## src/rtl/branch_resolve.sv

```systemverilog
// Execute-stage branch resolution: computes the actual branch/jump outcome,
// trains the decode predictor, and runs the redirect/flush handshake to fetch.
module branch_resolve #(
  parameter int unsigned XLEN         = 64,
  parameter int unsigned CNT_W        = 32,
  parameter int unsigned DRAIN_CYCLES = 1
) (
  input  logic             clk,
  input  logic             reset,
  input  logic             in_valid,
  input  logic             stall,
  input  logic             is_branch,
  input  logic             is_jump,
  input  logic             is_jalr,
  input  logic [2:0]       funct3,
  input  logic [XLEN-1:0]  srca,
  input  logic [XLEN-1:0]  srcb,
  input  logic [XLEN-1:0]  imm,
  input  logic [XLEN-1:0]  pc,
  input  logic             pred_taken,
  input  logic [XLEN-1:0]  pred_target,
  input  logic             fetch_ready,
  output logic [1:0]       false_branch,
  output logic             redirect_valid,
  output logic [XLEN-1:0]  redirect_pc,
  output logic             flush,
  output logic             busy,
  output logic [CNT_W-1:0] branch_cnt,
  output logic [CNT_W-1:0] mispred_cnt
);

  localparam int unsigned DRN_W = 2;

  localparam logic [1:0] FB_HOLD      = 2'b01;
  localparam logic [1:0] FB_TAKEN     = 2'b11;
  localparam logic [1:0] FB_NOT_TAKEN = 2'b00;

  typedef enum logic [1:0] {
    IDLE     = 2'd0,
    REDIRECT = 2'd1,
    DRAIN    = 2'd2
  } state_t;

  state_t           state;
  state_t           state_nxt;
  logic [DRN_W-1:0] drain_cnt;
  logic [DRN_W-1:0] drain_cnt_nxt;

  logic             resolve;
  logic             cond_taken;
  logic             actual_taken;
  logic             mispredict;
  logic [XLEN-1:0]  jalr_sum;
  logic [XLEN-1:0]  actual_target;
  logic [XLEN-1:0]  fall_through;
  logic [XLEN-1:0]  correct_pc;

  // Branch condition decode; reserved encodings resolve as not taken.
  always_comb begin
    cond_taken = 1'b0;
    case (funct3)
      3'b000:  cond_taken = (srca == srcb);
      3'b001:  cond_taken = (srca != srcb);
      3'b100:  cond_taken = ($signed(srca) <  $signed(srcb));
      3'b101:  cond_taken = ($signed(srca) >= $signed(srcb));
      3'b110:  cond_taken = (srca <  srcb);
      3'b111:  cond_taken = (srca >= srcb);
      default: cond_taken = 1'b0;
    endcase
  end

  // Actual outcome, target and mispredict detection.
  always_comb begin
    resolve       = in_valid && !stall && (is_branch || is_jump) && (state == IDLE);
    actual_taken  = is_jump || cond_taken;
    jalr_sum      = srca + imm;
    fall_through  = pc + XLEN'(4);
    actual_target = (is_jump && is_jalr) ? {jalr_sum[XLEN-1:1], 1'b0} : (pc + imm);
    correct_pc    = actual_taken ? actual_target : fall_through;
    mispredict    = (actual_taken != pred_taken) ||
                    (actual_taken && (pred_target != actual_target));
  end

  // Redirect FSM next-state: fetch_ready alone advances REDIRECT, stall is ignored.
  always_comb begin
    state_nxt     = state;
    drain_cnt_nxt = drain_cnt;
    case (state)
      IDLE: begin
        if (resolve && mispredict) state_nxt = REDIRECT;
      end
      REDIRECT: begin
        if (fetch_ready) begin
          state_nxt     = DRAIN;
          drain_cnt_nxt = DRN_W'(DRAIN_CYCLES - 1);
        end
      end
      DRAIN: begin
        if (drain_cnt == '0) state_nxt = IDLE;
        else                 drain_cnt_nxt = drain_cnt - DRN_W'(1);
      end
      default: state_nxt = IDLE;
    endcase
  end

  // State register.
  always_ff @(posedge clk) begin
    if (reset) begin
      state     <= IDLE;
      drain_cnt <= '0;
    end else begin
      state     <= state_nxt;
      drain_cnt <= drain_cnt_nxt;
    end
  end

  // Registered handshake outputs, decoded from the next state so they align with it.
  always_ff @(posedge clk) begin
    if (reset) begin
      redirect_valid <= 1'b0;
      flush          <= 1'b0;
      busy           <= 1'b0;
      redirect_pc    <= '0;
    end else begin
      redirect_valid <= (state_nxt == REDIRECT);
      flush          <= (state_nxt != IDLE);
      busy           <= (state_nxt != IDLE);
      if (resolve && mispredict) redirect_pc <= correct_pc;
    end
  end

  // Predictor training code: one-cycle pulse per resolve, hold otherwise.
  always_ff @(posedge clk) begin
    if (reset)        false_branch <= FB_HOLD;
    else if (resolve) false_branch <= actual_taken ? FB_TAKEN : FB_NOT_TAKEN;
    else              false_branch <= FB_HOLD;
  end

  // Saturating statistics counters.
  always_ff @(posedge clk) begin
    if (reset) begin
      branch_cnt  <= '0;
      mispred_cnt <= '0;
    end else if (resolve) begin
      if (branch_cnt != '1)                mispred_cnt <= mispred_cnt;
      if (branch_cnt != '1)                branch_cnt  <= branch_cnt + CNT_W'(1);
      if (mispredict && mispred_cnt != '1) mispred_cnt <= mispred_cnt + CNT_W'(1);
    end
  end

endmodule

```

## config.mk

```make
export PLATFORM = sky130hd
export DESIGN_NAME = branch_resolve
export DESIGN_NICKNAME = d
export VERILOG_FILES = /design/src/rtl/branch_resolve.sv
export SDC_FILE = /design/constraint.sdc
export NUM_CORES = 1
export LEC_CHECK = 0
export ABC_AREA = 0
export CAP_MARGIN = 20
export CELL_PAD_IN_SITES_DETAIL_PLACEMENT = 0
export CELL_PAD_IN_SITES_GLOBAL_PLACEMENT = 1
export CORE_UTILIZATION = 32
export CTS_BUF_LIST = sky130_fd_sc_hd__clkbuf_16
export DETAILED_ROUTE_END_ITERATION = 8
export MAX_ROUTING_LAYER = met4
export PLACE_DENSITY_LB_ADDON = 0.3
export SYNTH_ARGS = -nofsm -noshare
export SYNTH_HDL_FRONTEND = slang
export SYNTH_SLANG_ARGS = --single-unit
```

## constraint.sdc

```tcl
create_clock -name clk -period 11.6 [get_ports clk]
set_clock_uncertainty 0.2 [all_clocks]
set_input_delay 3.48 -clock clk [delete_from_list [all_inputs] [get_ports clk]]
set_output_delay 3.48 -clock clk [all_outputs]
set_load 0.02 [all_outputs]
```

==> out/results.ini <==
[synth]
async_reset_ff_share_pct=0
netlist_area_sq_mm=0.02202
yosys-top-cells-count=nand2_1, nor2_1, a21oi_1
yosys_warnings=0
synth_top_cell_area_share_pct=12.36
synth_top_cell_by_area=dfxtp_1
avgSynthCellArea_sq_um=7.049
synthFlopType=dfxtp_1
synth_edf_count=0
yosysMostFrequentCell=nand2_1
ys_seq_elements=136
syn-instance-count=3124
syn_nets=3651
ys_seq_area_share_pct=12.36
synth_area_leaders=dfxtp_1, ha_1, nand2_1, a21oi_1, nor2_1
synth_cell_types=110

[clock_tree]
root_buffer=clkbuf_16
post_cts_buffers=0
cts_tree=built
cts_buffers=17
cts_max_level=4
insertion_delay_ns=0.43
cts_buffer_depth=2
cts_hold_buf=0
clock_sinks=136
clkSlewWorstSetupHoldPaths_ns=0.06
cts_resized=0

[floorplanning]
die_area_sq_mm=0.06987
fp.coreArea_sq_mm=0.06763
rows=95
die_x_um=264.3
ioPinCount=465
floorplan.initialDensity_pct=32.56
die_h_um=264.3

[routing]
drt_pass1_iterations=6
final_antenna_net_count=0
drc=0
avgViaCountPerCell=5.893
num_vias=25571
avgRoutedWirePerCell_um=25.70
drtIter0Drc=2393
drt_wl_total_mm=111.5

[worst_setup_path]
critPathCaptureType=register
crit_chain=clkdlybuf4s50_1 > nand2_4 > buf_4 > nor2_1 > a22oi_1 > o2111ai_1 > a2111oi_0 > nand4_1 > or4_1 > nor4_1 > nand3_1 > o21bai_4 > buf_4 > a211o_1 > a21oi_1
criticalPathCategory=in2reg
max_stage_delay_ns=0.91
cp_data_arrival_time_ns=10.18
path_buf_inv=3
crit_path_start_kind=input pin
critPathMaxFanout=57
required_ns=11.67
critPathTopFamily=compound AO/OA/AOI/OAI gates
slowest_stage=clkdlybuf4s50_1
cp_common_cell=buf_4

[run]
maxCapViolCount=0

[global_routing]
overflow=0
grt_first_pass_wirelength_mm=159.7
grt_pass1_vias=24201
antenna_found_initial=12
grt_max_degree=88
grt_usage_pct=31.73

[power_and_ir_drop]
clkPwrFrac_pct=21.4
p_int_w=0.001247
p_switching_w=0.001078
ir_worst_vdd_v=0.00009923
combPwrFrac_pct=57.3
p_leak_nw=10.45
seqPwrFrac_pct=21.3
p_sw_share_pct=46.37
power-per-cell-area_mw_per_mm2=84.52

[timing]
relSlewSlack_pct=15.80
maxSlewViolCount=0
min_period_ns=10.11
post-route-period-util_pct=87.17
finalSetupTns_ns=0
timing.fmax_mhz=98.90
timing.hold.ws_ns=0.2533
finalHoldViolCount=0
worst_pin_slew_ns=1.260
rsz0062_at_grt=false
finalSetupViolCount=0

[cells_and_area]
nets=3967
area_growth_pct=24.93
drive_gt1_share_pct=4.778

[placed_design]
routabilityCongestion=1.060
port_buffers=464
dpl.hpwl_mm=94.41

[outcome]
status=complete, no violations

[hold_path]
hold_path.class=reg2reg

metal layers:
metal  global-route usage, %  routed length [um]
met5                       -                   0
met4                   18.37                7335
met3                   3.985                7043
met2                   51.42               51530
met1                   37.81               45590
worst min-delay path, stage by stage (launching register included):
cell and delay (ns):
dfxtp_1 0.30, nand2_1 0.05, a21oi_1 0.05
final cells by class:
cell class,count,area [sq um]
Inverter,116,435.4
Multi-Input combinational cell,2690,17930
Timing Repair Buffer,479,4770
Fill cell,7229,40120
Antenna cell,13,32.53
Clock inverter,15,106.4
Sequential cell,136,2723
Clock buffer,17,425.4
Tap cell,873,1092
cell usage in the layout (no fill, tap or decap), types with 39 or more instances in the layout:
cell type	instances
nand3_1	101
dfxtp_1	136
mux2i_1	39
nor3_1	70
o211ai_1	65
o21ai_1	39
inv_1	117
nand2_1	389
a21oi_1	274
o21ai_0	144
xor2_1	91
ha_1	193
nand4_1	126
and3_1	63
xnor2_1	114
clkdlybuf4s50_1	463
nor2_1	286
a21o_1	51
flip-flops by register name, indices dropped and copies added (netlist names):
signal and cells:
branch_cnt 32, busy 1, drain_cnt 2, false_branch 2
mispred_cnt 32, redirect_pc 64, redirect_valid 1, state 2
per-stage QoR:
step	util, %	setup WS, ns	total power (W)	instance area [sq um]	std cells
after floorplan	-	3.875	0.001284	22020	3124
after global placement	39.82	0.7670	0.001813	26930	4293
after detailed placement	39.84	1.337	0.001806	26950	4294
after CTS	40.63	1.809	0.002314	27480	4326
after global routing	40.67	1.369	0.002447	27510	4338
final	40.68	1.488	0.002325	27510	4339
power by group through the flow:
stage / clock, W / combinational, W / sequential, W
2_1_floorplan: 0 / 0.000761 / 0.000523
6_report: 0.000498 / 0.00133 / 0.000495
3_5_place_dp: 0 / 0.00130 / 0.000506
4_1_cts: 0.000511 / 0.00131 / 0.000495
3_3_place_gp: 0 / 0.00131 / 0.000506
5_1_grt: 0.000533 / 0.00142 / 0.000497
kinds of logic after synthesis:
group | synth area share [%]
flops | 12.36
fa+ha+maj | 11.15
mux | 3.455
simple gates | 28.30
compound gates | 29.16
xor+xnor | 9.199
buf+inv | 6.375
path summary, 6_finish.rpt:
path	startpoint	endpoint	slack, ns	cells past startpoint
setup / recovery	is_jump	redirect_pc[12]	1.49	15
hold / removal	redirect_pc[56]	redirect_pc[56]	0.25	2
setup reg to reg	mispred_cnt[0]	mispred_cnt[10]	8.15	10
hold reg to reg	redirect_pc[56]	redirect_pc[56]	0.25	2
Power figures use the tool's default switching activity.
